**src/rtl/ycbcr_rgb565.sv**
```systemverilog
// ycbcr_rgb565 : YCbCr 8:8:8 (full-range, offset-binary chroma) to RGB565.
// BT.601 full-range inverse transform with 8-bit fractional coefficients.
// The three-stage pipeline runs every clock. The frame sync signals are
// delayed by the same three clocks, so sync and pixel data leave together.
//
// Parameters
//   BLANK_ZERO : 1 = force RGB outputs to 0 while post_frame_href is low
//
// Ports
//   clk                 in   pixel clock
//   rst                 in   synchronous active-high reset (clears everything)
//   img_Y/img_Cb/img_Cr in   8-bit luma / chroma (chroma 128 = zero)
//   per_frame_clken     in   pixel valid
//   per_frame_vsync     in   frame sync
//   per_frame_href      in   line valid
//   cmos_R/G/B          out  RGB565 pixel, 3 clk after input
//   post_frame_*        out  sync inputs delayed by 3 clk
module ycbcr_rgb565 #(
  parameter int BLANK_ZERO = 1
) (
  input  logic       clk,
  input  logic       rst,
  input  logic [7:0] img_Y,
  input  logic [7:0] img_Cb,
  input  logic [7:0] img_Cr,
  input  logic       per_frame_clken,
  input  logic       per_frame_vsync,
  input  logic       per_frame_href,
  output logic [4:0] cmos_R,
  output logic [5:0] cmos_G,
  output logic [4:0] cmos_B,
  output logic       post_frame_clken,
  output logic       post_frame_vsync,
  output logic       post_frame_href
);

  // 20 bits covers every product and sum (largest magnitude is about 123k)
  localparam int SUM_W = 20;
  localparam logic signed [SUM_W-1:0] C_R   = SUM_W'(359);
  localparam logic signed [SUM_W-1:0] C_GB  = SUM_W'(88);
  localparam logic signed [SUM_W-1:0] C_GR  = SUM_W'(183);
  localparam logic signed [SUM_W-1:0] C_B   = SUM_W'(454);
  localparam logic signed [SUM_W-1:0] C_OFS = SUM_W'(128);
  localparam logic signed [SUM_W-1:0] C_RND = SUM_W'(128);

  // Floor-shift by 8, then saturate to 0..255. Each function keeps only
  // the bits that survive the RGB565 pack.
  function automatic logic [4:0] sat_pack5(input logic signed [SUM_W-1:0] full);
    logic signed [SUM_W-1:0] s;
    s = full >>> 8;
    if (s < C_OFS - C_OFS)        return 5'd0;
    else if (s > SUM_W'(255))     return 5'h1f;
    else                          return s[7:3];
  endfunction

  function automatic logic [5:0] sat_pack6(input logic signed [SUM_W-1:0] full);
    logic signed [SUM_W-1:0] s;
    s = full >>> 8;
    if (s < C_OFS - C_OFS)        return 6'd0;
    else if (s > SUM_W'(255))     return 6'h3f;
    else                          return s[7:2];
  endfunction

  logic signed [SUM_W-1:0] dcb, dcr;
  logic signed [SUM_W-1:0] pr_p0_d, pgb_p0_d, pgr_p0_d, pb_p0_d;
  logic signed [SUM_W-1:0] pr_p0_q, pgb_p0_q, pgr_p0_q, pb_p0_q;
  logic [7:0]              y_p0_q;
  logic signed [SUM_W-1:0] y_ext;
  logic signed [SUM_W-1:0] r_p1_d, g_p1_d, b_p1_d;
  logic signed [SUM_W-1:0] r_p1_q, g_p1_q, b_p1_q;
  logic [4:0]              r_p2_d, b_p2_d, r_p2_q, b_p2_q;
  logic [5:0]              g_p2_d, g_p2_q;
  logic vld_p0_q, vld_p1_q, vld_p2_q;
  logic href_p0_q, href_p1_q, href_p2_q;
  logic vsync_p0_q, vsync_p1_q, vsync_p2_q;

  // ---- stage p0: chroma offsets and coefficient products ----
  always_comb begin
    dcb      = $signed({{(SUM_W-8){1'b0}}, img_Cb}) - C_OFS;
    dcr      = $signed({{(SUM_W-8){1'b0}}, img_Cr}) - C_OFS;
    pr_p0_d  = dcr * C_R;
    pgb_p0_d = dcb * C_GB;
    pgr_p0_d = dcr * C_GR;
    pb_p0_d  = dcb * C_B;
  end

  // ---- stage p1: luma plus chroma contributions, rounding bias added ----
  always_comb begin
    y_ext  = $signed({{(SUM_W-16){1'b0}}, y_p0_q, 8'd0});
    r_p1_d = y_ext + pr_p0_q + C_RND;
    g_p1_d = y_ext - pgb_p0_q - pgr_p0_q + C_RND;
    b_p1_d = y_ext + pb_p0_q + C_RND;
  end

  // ---- stage p2: floor shift, saturate, truncate to RGB565 ----
  always_comb begin
    r_p2_d = sat_pack5(r_p1_q);
    g_p2_d = sat_pack6(g_p1_q);
    b_p2_d = sat_pack5(b_p1_q);
  end

  always_ff @(posedge clk) begin
    if (rst) begin
      pr_p0_q    <= '0;
      pgb_p0_q   <= '0;
      pgr_p0_q   <= '0;
      pb_p0_q    <= '0;
      y_p0_q     <= '0;
      r_p1_q     <= '0;
      g_p1_q     <= '0;
      b_p1_q     <= '0;
      r_p2_q     <= '0;
      g_p2_q     <= '0;
      b_p2_q     <= '0;
      vld_p0_q   <= 1'b0;
      vld_p1_q   <= 1'b0;
      vld_p2_q   <= 1'b0;
      href_p0_q  <= 1'b0;
      href_p1_q  <= 1'b0;
      href_p2_q  <= 1'b0;
      vsync_p0_q <= 1'b0;
      vsync_p1_q <= 1'b0;
      vsync_p2_q <= 1'b0;
    end else begin
      pr_p0_q    <= pr_p0_d;
      pgb_p0_q   <= pgb_p0_d;
      pgr_p0_q   <= pgr_p0_d;
      pb_p0_q    <= pb_p0_d;
      y_p0_q     <= img_Y;
      r_p1_q     <= r_p1_d;
      g_p1_q     <= g_p1_d;
      b_p1_q     <= b_p1_d;
      r_p2_q     <= r_p2_d;
      g_p2_q     <= g_p2_d;
      b_p2_q     <= b_p2_d;
      vld_p0_q   <= per_frame_clken;
      vld_p1_q   <= vld_p0_q;
      vld_p2_q   <= vld_p1_q;
      href_p0_q  <= per_frame_href;
      href_p1_q  <= href_p0_q;
      href_p2_q  <= href_p1_q;
      vsync_p0_q <= per_frame_vsync;
      vsync_p1_q <= vsync_p0_q;
      vsync_p2_q <= vsync_p1_q;
    end
  end

  // Blanking gates the registered pixel with the registered href, so the
  // last pixel of a line still leaves with href high.
  assign cmos_R = (BLANK_ZERO != 0 && !href_p2_q) ? 5'd0 : r_p2_q;
  assign cmos_G = (BLANK_ZERO != 0 && !href_p2_q) ? 6'd0 : g_p2_q;
  assign cmos_B = (BLANK_ZERO != 0 && !href_p2_q) ? 5'd0 : b_p2_q;

  assign post_frame_clken = vld_p2_q;
  assign post_frame_href  = href_p2_q;
  assign post_frame_vsync = vsync_p2_q;

endmodule

```
**config.mk**
```make
export PLATFORM = sky130hd
export DESIGN_NAME = ycbcr_rgb565
export DESIGN_NICKNAME = d
export VERILOG_FILES = /design/src/rtl/ycbcr_rgb565.sv
export SDC_FILE = /design/constraint.sdc
export NUM_CORES = 1
export LEC_CHECK = 0
export ABC_AREA = 1
export BUFFER_PORTS_ARGS = -buffer_cell sky130_fd_sc_hd__buf_2
export CORE_MARGIN = 1
export CORE_UTILIZATION = 50
export DETAILED_ROUTE_END_ITERATION = 8
export HOLD_SLACK_MARGIN = 0.08
export PLACE_DENSITY = 0.77
export SYNTH_ARGS = -nofsm -noshare
export SYNTH_HDL_FRONTEND = slang
export SYNTH_SLANG_ARGS = --single-unit
```
**constraint.sdc**
```tcl
create_clock -name clk -period 13.2 [get_ports clk]
set_clock_uncertainty 0.05 [all_clocks]
set_input_delay 2.64 -clock clk [delete_from_list [all_inputs] [get_ports clk]]
set_output_delay 2.64 -clock clk [all_outputs]
set_load 0.05 [all_outputs]
```
==> results of run 1 <==
## worst max-delay path, stage by stage
cell and delay (ps):
buf_2 370, inv_1 290, ha_1 430, inv_1 120, ha_1 210, fa_1 490
fa_1 550, inv_1 50, fa_1 490, inv_1 40, ha_1 340, a21oi_1 270
o21bai_1 120, nand2_1 70, nand2_1 50, nor2_1 110, nand2_1 70, nand2_1 60
nor2_1 50
## cell type report
cell class                      count  area [um2]  share of cell area [%]
Tap cell                          275         344                    2.84
Clock inverter                      8         193                    1.59
Multi-Input combinational cell   1030        7230                    59.7
Clock buffer                       24         492                    4.06
Timing Repair Buffer               47         235                    1.94
Sequential cell                   117        2340                    19.4
Inverter                          338        1270                    10.5
## logic make-up after synthesis
group	Yosys count
and+or+nand+nor	556
buffers and inverters	353
adders and majority gates	250
AOI/OAI and AO/OA	211
DFF	117
xor gates and xnor gates	13
## flip-flops by register name (all words and copies together), names as in the netlist, 8 cells and up
signal    cells
pgr_p0_q     16
pgb_p0_q     14
pr_p0_q      14
pb_p0_q      12
g_p1_q       10
b_p1_q        9
r_p1_q        9
y_p0_q        8
## metal layers
layer	track usage, %	wire length (um)	share of wire [%]
met3	3.57	806	3.4
met4	8.59	690	2.9
met2	40.2	11300	47
met1	28.6	11100	46
met5	0	0	0
## power by group
| group | total (mW) | internal, mW | switching [mW] |
|---|---|---|---|
| sequential | 0.481 | 0.447 | 0.0336 |
| clock | 0.524 | 0.374 | 0.150 |
| combinational | 1.25 | 0.439 | 0.808 |
| total | 2.25 | 1.26 | 0.992 |
## path summary, 6_finish.rpt
check,start,endpoint,slack (ps),cells past startpoint
max,img_Cr[7],pr_p0_q[15],6640,19
min,vld_p1_q,post_frame_clken,350,2
min reg2reg,vld_p1_q,post_frame_clken,350,2
max reg2reg,y_p0_q[3],g_p1_q[17],10850,10
## placed cells by master (no fill, tap or decap), drive strengths merged
cell      instances
a21boi            1
a21o              4
a21oi           118
a31oi             5
and2              4
buf              47
bufinv            6
clkbuf           24
clkinv            1
clkinvlp          1
dfxtp           117
fa               71
ha              179
inv             338
nand2           298
nand3            68
nand3b            2
nand4             1
nor2            172
nor3              5
nor4              1
o21a              3
o21ai            67
o21bai           12
o31ai             1
or2               2
or3               3
xnor2             6
xor2              7
## through the flow
step / cell area, um2 / hold WS, ps / total power, mW
after floorplan: 10900 / 338 / 1.43
after global placement: 11400 / 341 / 1.67
after detailed placement: 11400 / 345 / 1.70
after CTS: 12100 / 349 / 2.25
after global routing: 12100 / 368 / 2.48
final: 12100 / 350 / 2.25
==> flow_summary.toml, run 1 <==
[placement]
dp.cells = 1807
dpl.hpwl_um = 19300
io_buffers = 47
gp_congestion = 0.897
post-place-ws_ps = 6250

[layout]
num-nets-final = 1830
layout.cells.non_filler = 1839
layout-drive-gt1-share_pct = 7.42
postLayoutCoreUtil_pct = 57.0
fill_cells = 1934
n_antenna_cell = 0
syn_to_final_growth_pct = 10.9

[cts]
postCtsHoldBufs = 0
cts.clk_slew.worst_paths_ps = 50
cts_buffers = 17
clock_latency_ps = 410
post-cts-setup-buffer-count = 0
clock_path_buffers = 2
tritoncts = "yes"
cts_resized = 0
htreeDepth = 4
cts_sinks = 117
cts-root-buf = "clkbuf_16"

[floorplanning]
rows = 53
die_area_mm2 = 0.0224
start_util_pct = 51.4
die_h_um = 150
io_pins = 48
die_w_um = 150
core_mm2 = 0.0212

[synth]
synth_edf_count = 0
synth.largest_area_cell = "dfxtp_1"
synth_top_area_share_pct = 21.5
yosys_warnings = 0
syn-mean-instance-area_um2 = 7.27
syn_inst = 1500
synth-seq-cells = 117
synthAdderAreaFrac_pct = 33.6
yosysMostFrequentCell = "inv_1"
ys.flop_type = "dfxtp_1"
synth_mux_area_share_pct = 0
syn-num-nets = 1779
synth-simple-area-share_pct = 21.2
synth_area_mm2 = 0.0109
yosys-top-cells-count = "inv_1, nand2_1, ha_1"
ys_seq_area_share_pct = 21.5
synth-compound-area-share_pct = 10.4
synth_top_family_by_area = "adder cells"
async_flop_share_pct = 0
synth_cell_types = 35
yosys-top-cells-area = "dfxtp_1, ha_1, fa_1, inv_1, nand2_1"
synth_xor_area_share_pct = 1.04

[setup_path]
arrival_ps = 6820
crit_required_ps = 13450
crit_path_end_kind = "flop"
critical_path_class = "in2reg"
start_kind = "input pin"
crit_path_max_fanout = 18

[detailed_routing]
ant_nets = 0
drc = 0
drt-total-wl_um = 23900
routed-via-count = 9209
dr.pass1.iters = 6
initialDrtViolationCount = 573
drt-wirelength-per-cell_um = 13.0
avgViaCountPerCell = 5.01

[run_status]
status = "finished, final reports clean"

[power]
vdd_drop_max_mv = 0.126
leakage_nw = 6.79
power_density_mw_per_mm2 = 186

[sta]
hold_viol = 0
setup_viol = 0
finalWorstSetupSlack_ps = 6640
period_needed_ps = 6560
slew_headroom_pct = 24.6
worstMarginPinSlew_ps = 1130
drv_slew = 0
min_period_over_period_pct = 49.7
rsz0062_at_grt = "false"
tns_ps = 0
max_freq_mhz = 152

[run]
drv_cap = 0

[min_path]
hold_path_class = "reg2reg"

[global_route]
overflow = 0
grt_pass1_vias = 9080
track_usage_pct = 23.1
grt_max_degree = 69
antenna_found_initial = 0
grt_pass1_wl_um = 41100
(Power assumes the default switching activity.)
==> run 2, diff against run 1 <==
--- a/config.mk
+++ b/config.mk
@@ -5,13 +5,13 @@
 export SDC_FILE = /design/constraint.sdc
 export NUM_CORES = 1
 export LEC_CHECK = 0
-export ABC_AREA = 1
+export ABC_AREA = 0
 export BUFFER_PORTS_ARGS = -buffer_cell sky130_fd_sc_hd__buf_2
 export CORE_MARGIN = 1
 export CORE_UTILIZATION = 50
 export DETAILED_ROUTE_END_ITERATION = 8
 export HOLD_SLACK_MARGIN = 0.08
-export PLACE_DENSITY = 0.77
+export PLACE_DENSITY = 0.8
 export SYNTH_ARGS = -nofsm -noshare
 export SYNTH_HDL_FRONTEND = slang
 export SYNTH_SLANG_ARGS = --single-unit
==> constraint.sdc (replaced) <==
create_clock -name clk -period 5.4 [get_ports clk]
set_clock_uncertainty 0.05 [all_clocks]
set_input_delay 1.08 -clock clk [delete_from_list [all_inputs] [get_ports clk]]
set_output_delay 1.08 -clock clk [all_outputs]
set_load 0.05 [all_outputs]
==> flow_summary.toml, run 2 <==
[synth]
synth-seq-cells = 117
ys_seq_area_share_pct = 24.0
synth.largest_area_cell = "dfxtp_1"
synth_cell_types = 59
yosys_warnings = 0
synth_xor_area_share_pct = 5.91
synth_mux_area_share_pct = 1.24
async_flop_share_pct = 0
syn-num-nets = 1331
ys.flop_type = "dfxtp_1"
yosysMostFrequentCell = "inv_1"
syn-mean-instance-area_um2 = 9.29
synth_top_area_share_pct = 24.0
synth_top_family_by_area = "adder cells"
synth-simple-area-share_pct = 11.6
yosys-top-cells-count = "inv_1, ha_1, dfxtp_1"
syn_inst = 1052
synthAdderAreaFrac_pct = 37.4
yosys-top-cells-area = "dfxtp_1, ha_1, fa_1, inv_1, xnor2_1"
synth-compound-area-share_pct = 11.9
synth_area_mm2 = 0.00978
synth_edf_count = 0

[setup_path]
start_kind = "input pin"
arrival_ps = 5220
r2r-end = "g_p1_q[17]"
crit_required_ps = 5650
ff2ff_path_depth = 9
r2r_slack_ps = 2530
critical_path_class = "in2reg"
crit_path_end_kind = "flop"
reg2reg_from = "y_p0_q[2]"
crit_start = "img_Cr[6]"
crit_path_max_fanout = 4

[detailed_routing]
avgViaCountPerCell = 5.03
ant_nets = 0
initialDrtViolationCount = 279
drc = 0
drt-wirelength-per-cell_um = 13.6
dr.pass1.iters = 4
drt-total-wl_um = 18900
routed-via-count = 6996

[sta]
rsz0062_at_grt = "false"
finalWorstSetupSlack_ps = 431
hold_viol = 0
setup_viol = 0
worstMarginPinSlew_ps = 666
max_freq_mhz = 201
min_period_over_period_pct = 92.0
drv_slew = 0
period_needed_ps = 4970
slew_headroom_pct = 55.6
tns_ps = 0
timing.hold.ws_ps = 386

[power]
p_int_mw = 3.04
vdd_drop_max_mv = 0.287
p_sw_mw = 2.03
pwr-share-seq_pct = 23.2
p_clk_share_pct = 22.7
combinationalPowerShare_pct = 54.1
leakage_nw = 5.53
swShare_pct = 40.0
power_density_mw_per_mm2 = 460

[cts]
cts.clk_slew.worst_paths_ps = 60
htreeDepth = 4
postCtsHoldBufs = 0
clock_path_buffers = 2
cts_sinks = 117
clock_latency_ps = 420
cts-root-buf = "clkbuf_16"
cts_resized = 0
cts_buffers = 17
post-cts-setup-buffer-count = 0
tritoncts = "yes"

[floorplanning]
start_util_pct = 51.6
rows = 50
io_pins = 48
core_mm2 = 0.0190
die_w_um = 142
die_area_mm2 = 0.0201
die_h_um = 142

[min_path]
whs_path_depth = 1
hold_path_class = "reg2reg"
min_from = "vsync_p0_q"
hold_path_end = "vsync_p1_q"

[placement]
dpl.hpwl_um = 15000
placed_cell_area_mm2 = 0.0104
post-place-ws_ps = 96.1
io_buffers = 47
gp_congestion = 0.936

[layout]
num-nets-final = 1396
final_common_cell = "inv_1"
postLayoutCoreUtil_pct = 58.1
reg.largest.list = "pgr_p0_q (16), pgb_p0_q (14), pr_p0_q (14)"
mostFrequentLayoutCells = "inv_1, ha_1, dfxtp_1"
syn_to_final_growth_pct = 12.6
fill_cells = 1582
fin_area_mm2 = 0.0110
layout-drive-gt1-share_pct = 10.4
largest_reg_flops = 16
top_register = "pgr_p0_q"
n_antenna_cell = 0

[global_route]
antenna_found_initial = 0
overflow = 0
grt_max_degree = 74
track_usage_pct = 20.3
grt_pass1_wl_um = 32300
grt_pass1_vias = 6992

[run_status]
status = "finished, final reports clean"

[run]
drv_cap = 0
==> run 2: cell count changes after synthesis, moves of 13 or more <==
cell / before / now
nand2_1: 281 / 29
inv_1: 335 / 188
nor2_1: 168 / 86
a21oi_1: 118 / 44
nand3_1: 60 / 5
o21ai_0: 64 / 26
xnor2_1: 6 / 44
nor2b_1: 0 / 37
o21a_1: 3 / 25
a21o_1: 4 / 24
nand2_2: 17 / 0
xor2_1: 7 / 22
and2_1: 4 / 17
==> run 2: cells by family (layout without fill, tap and decap cells) <==
family	after synthesis	in the layout
XOR/XNOR	66	66
buffers and inverters	206	284
multiplexers	11	11
AND/OR/NAND/NOR	228	228
flip-flops	117	117
adder cells (fa/ha/maj)	250	250
AO/OA/AOI/OAI	174	174
==> run 2: final cells by class <==
cell class / count / area [um2] / area share [%]
clock buffer: 18 / 429 / 3.90
clock inverter: 14 / 178 / 1.61
inverter: 188 / 706 / 6.41
multi-input combinational: 729 / 6660 / 60.5
sequential: 117 / 2340 / 21.3
tap: 260 / 325 / 2.96
timing repair buffer: 64 / 365 / 3.32
==> run 2: power by group through the flow <==
stage / Sequential [mW] / Clock [mW] / Combinational, mW
floorplan: 1.17 / 0 / 2.15
global placement: 1.19 / 0 / 2.63
detailed placement: 1.19 / 0 / 2.69
CTS: 1.18 / 1.16 / 2.74
global route: 1.20 / 1.20 / 3.10
finish: 1.18 / 1.15 / 2.74
==> run 2: metrics by stage <==
step | cells | power, mW
3_3_place_gp | 1358 | 3.82
5_1_grt | 1390 | 5.50
3_5_place_dp | 1358 | 3.88
2_1_floorplan | 1052 | 3.32
6_report | 1390 | 5.07
4_1_cts | 1390 | 5.08
==> run 2: layer usage <==
metal | vias to the layer above | global-route usage, % | routed length [um] | share of wire, %
met3 | 32 | 3.17 | 711 | 3.8
met1 | 3284 | 25.6 | 8730 | 46
li1 | 3564 | - | - | -
met2 | 116 | 34.8 | 9050 | 48
met5 | - | 0 | 0 | 0
met4 | 0 | 7.81 | 432 | 2.3
==> run 2: worst max path at each step <==
stage                              to  slack [ps]  depth (start not counted)
after global routing      pr_p0_q[18]         220                         18
after detailed placement  pr_p0_q[18]         100                         18
after floorplan           pr_p0_q[18]          50                         18
after global placement    pr_p0_q[18]         180                         18
final                     pr_p0_q[18]         430                         18
after CTS                 pr_p0_q[18]         470                         18
==> run 2: critical path, cell delays in order <==
cell and delay (ps):
buf_2 100, inv_1 160, ha_1 180, inv_1 50
ha_1 290, fa_1 510, fa_1 550, inv_1 50
fa_1 500, inv_1 40, ha_1 310, nand4_1 90
o22ai_1 280, o211ai_2 140, o21ai_1 220, a21oi_1 140
a21oi_1 160, mux2_2 360
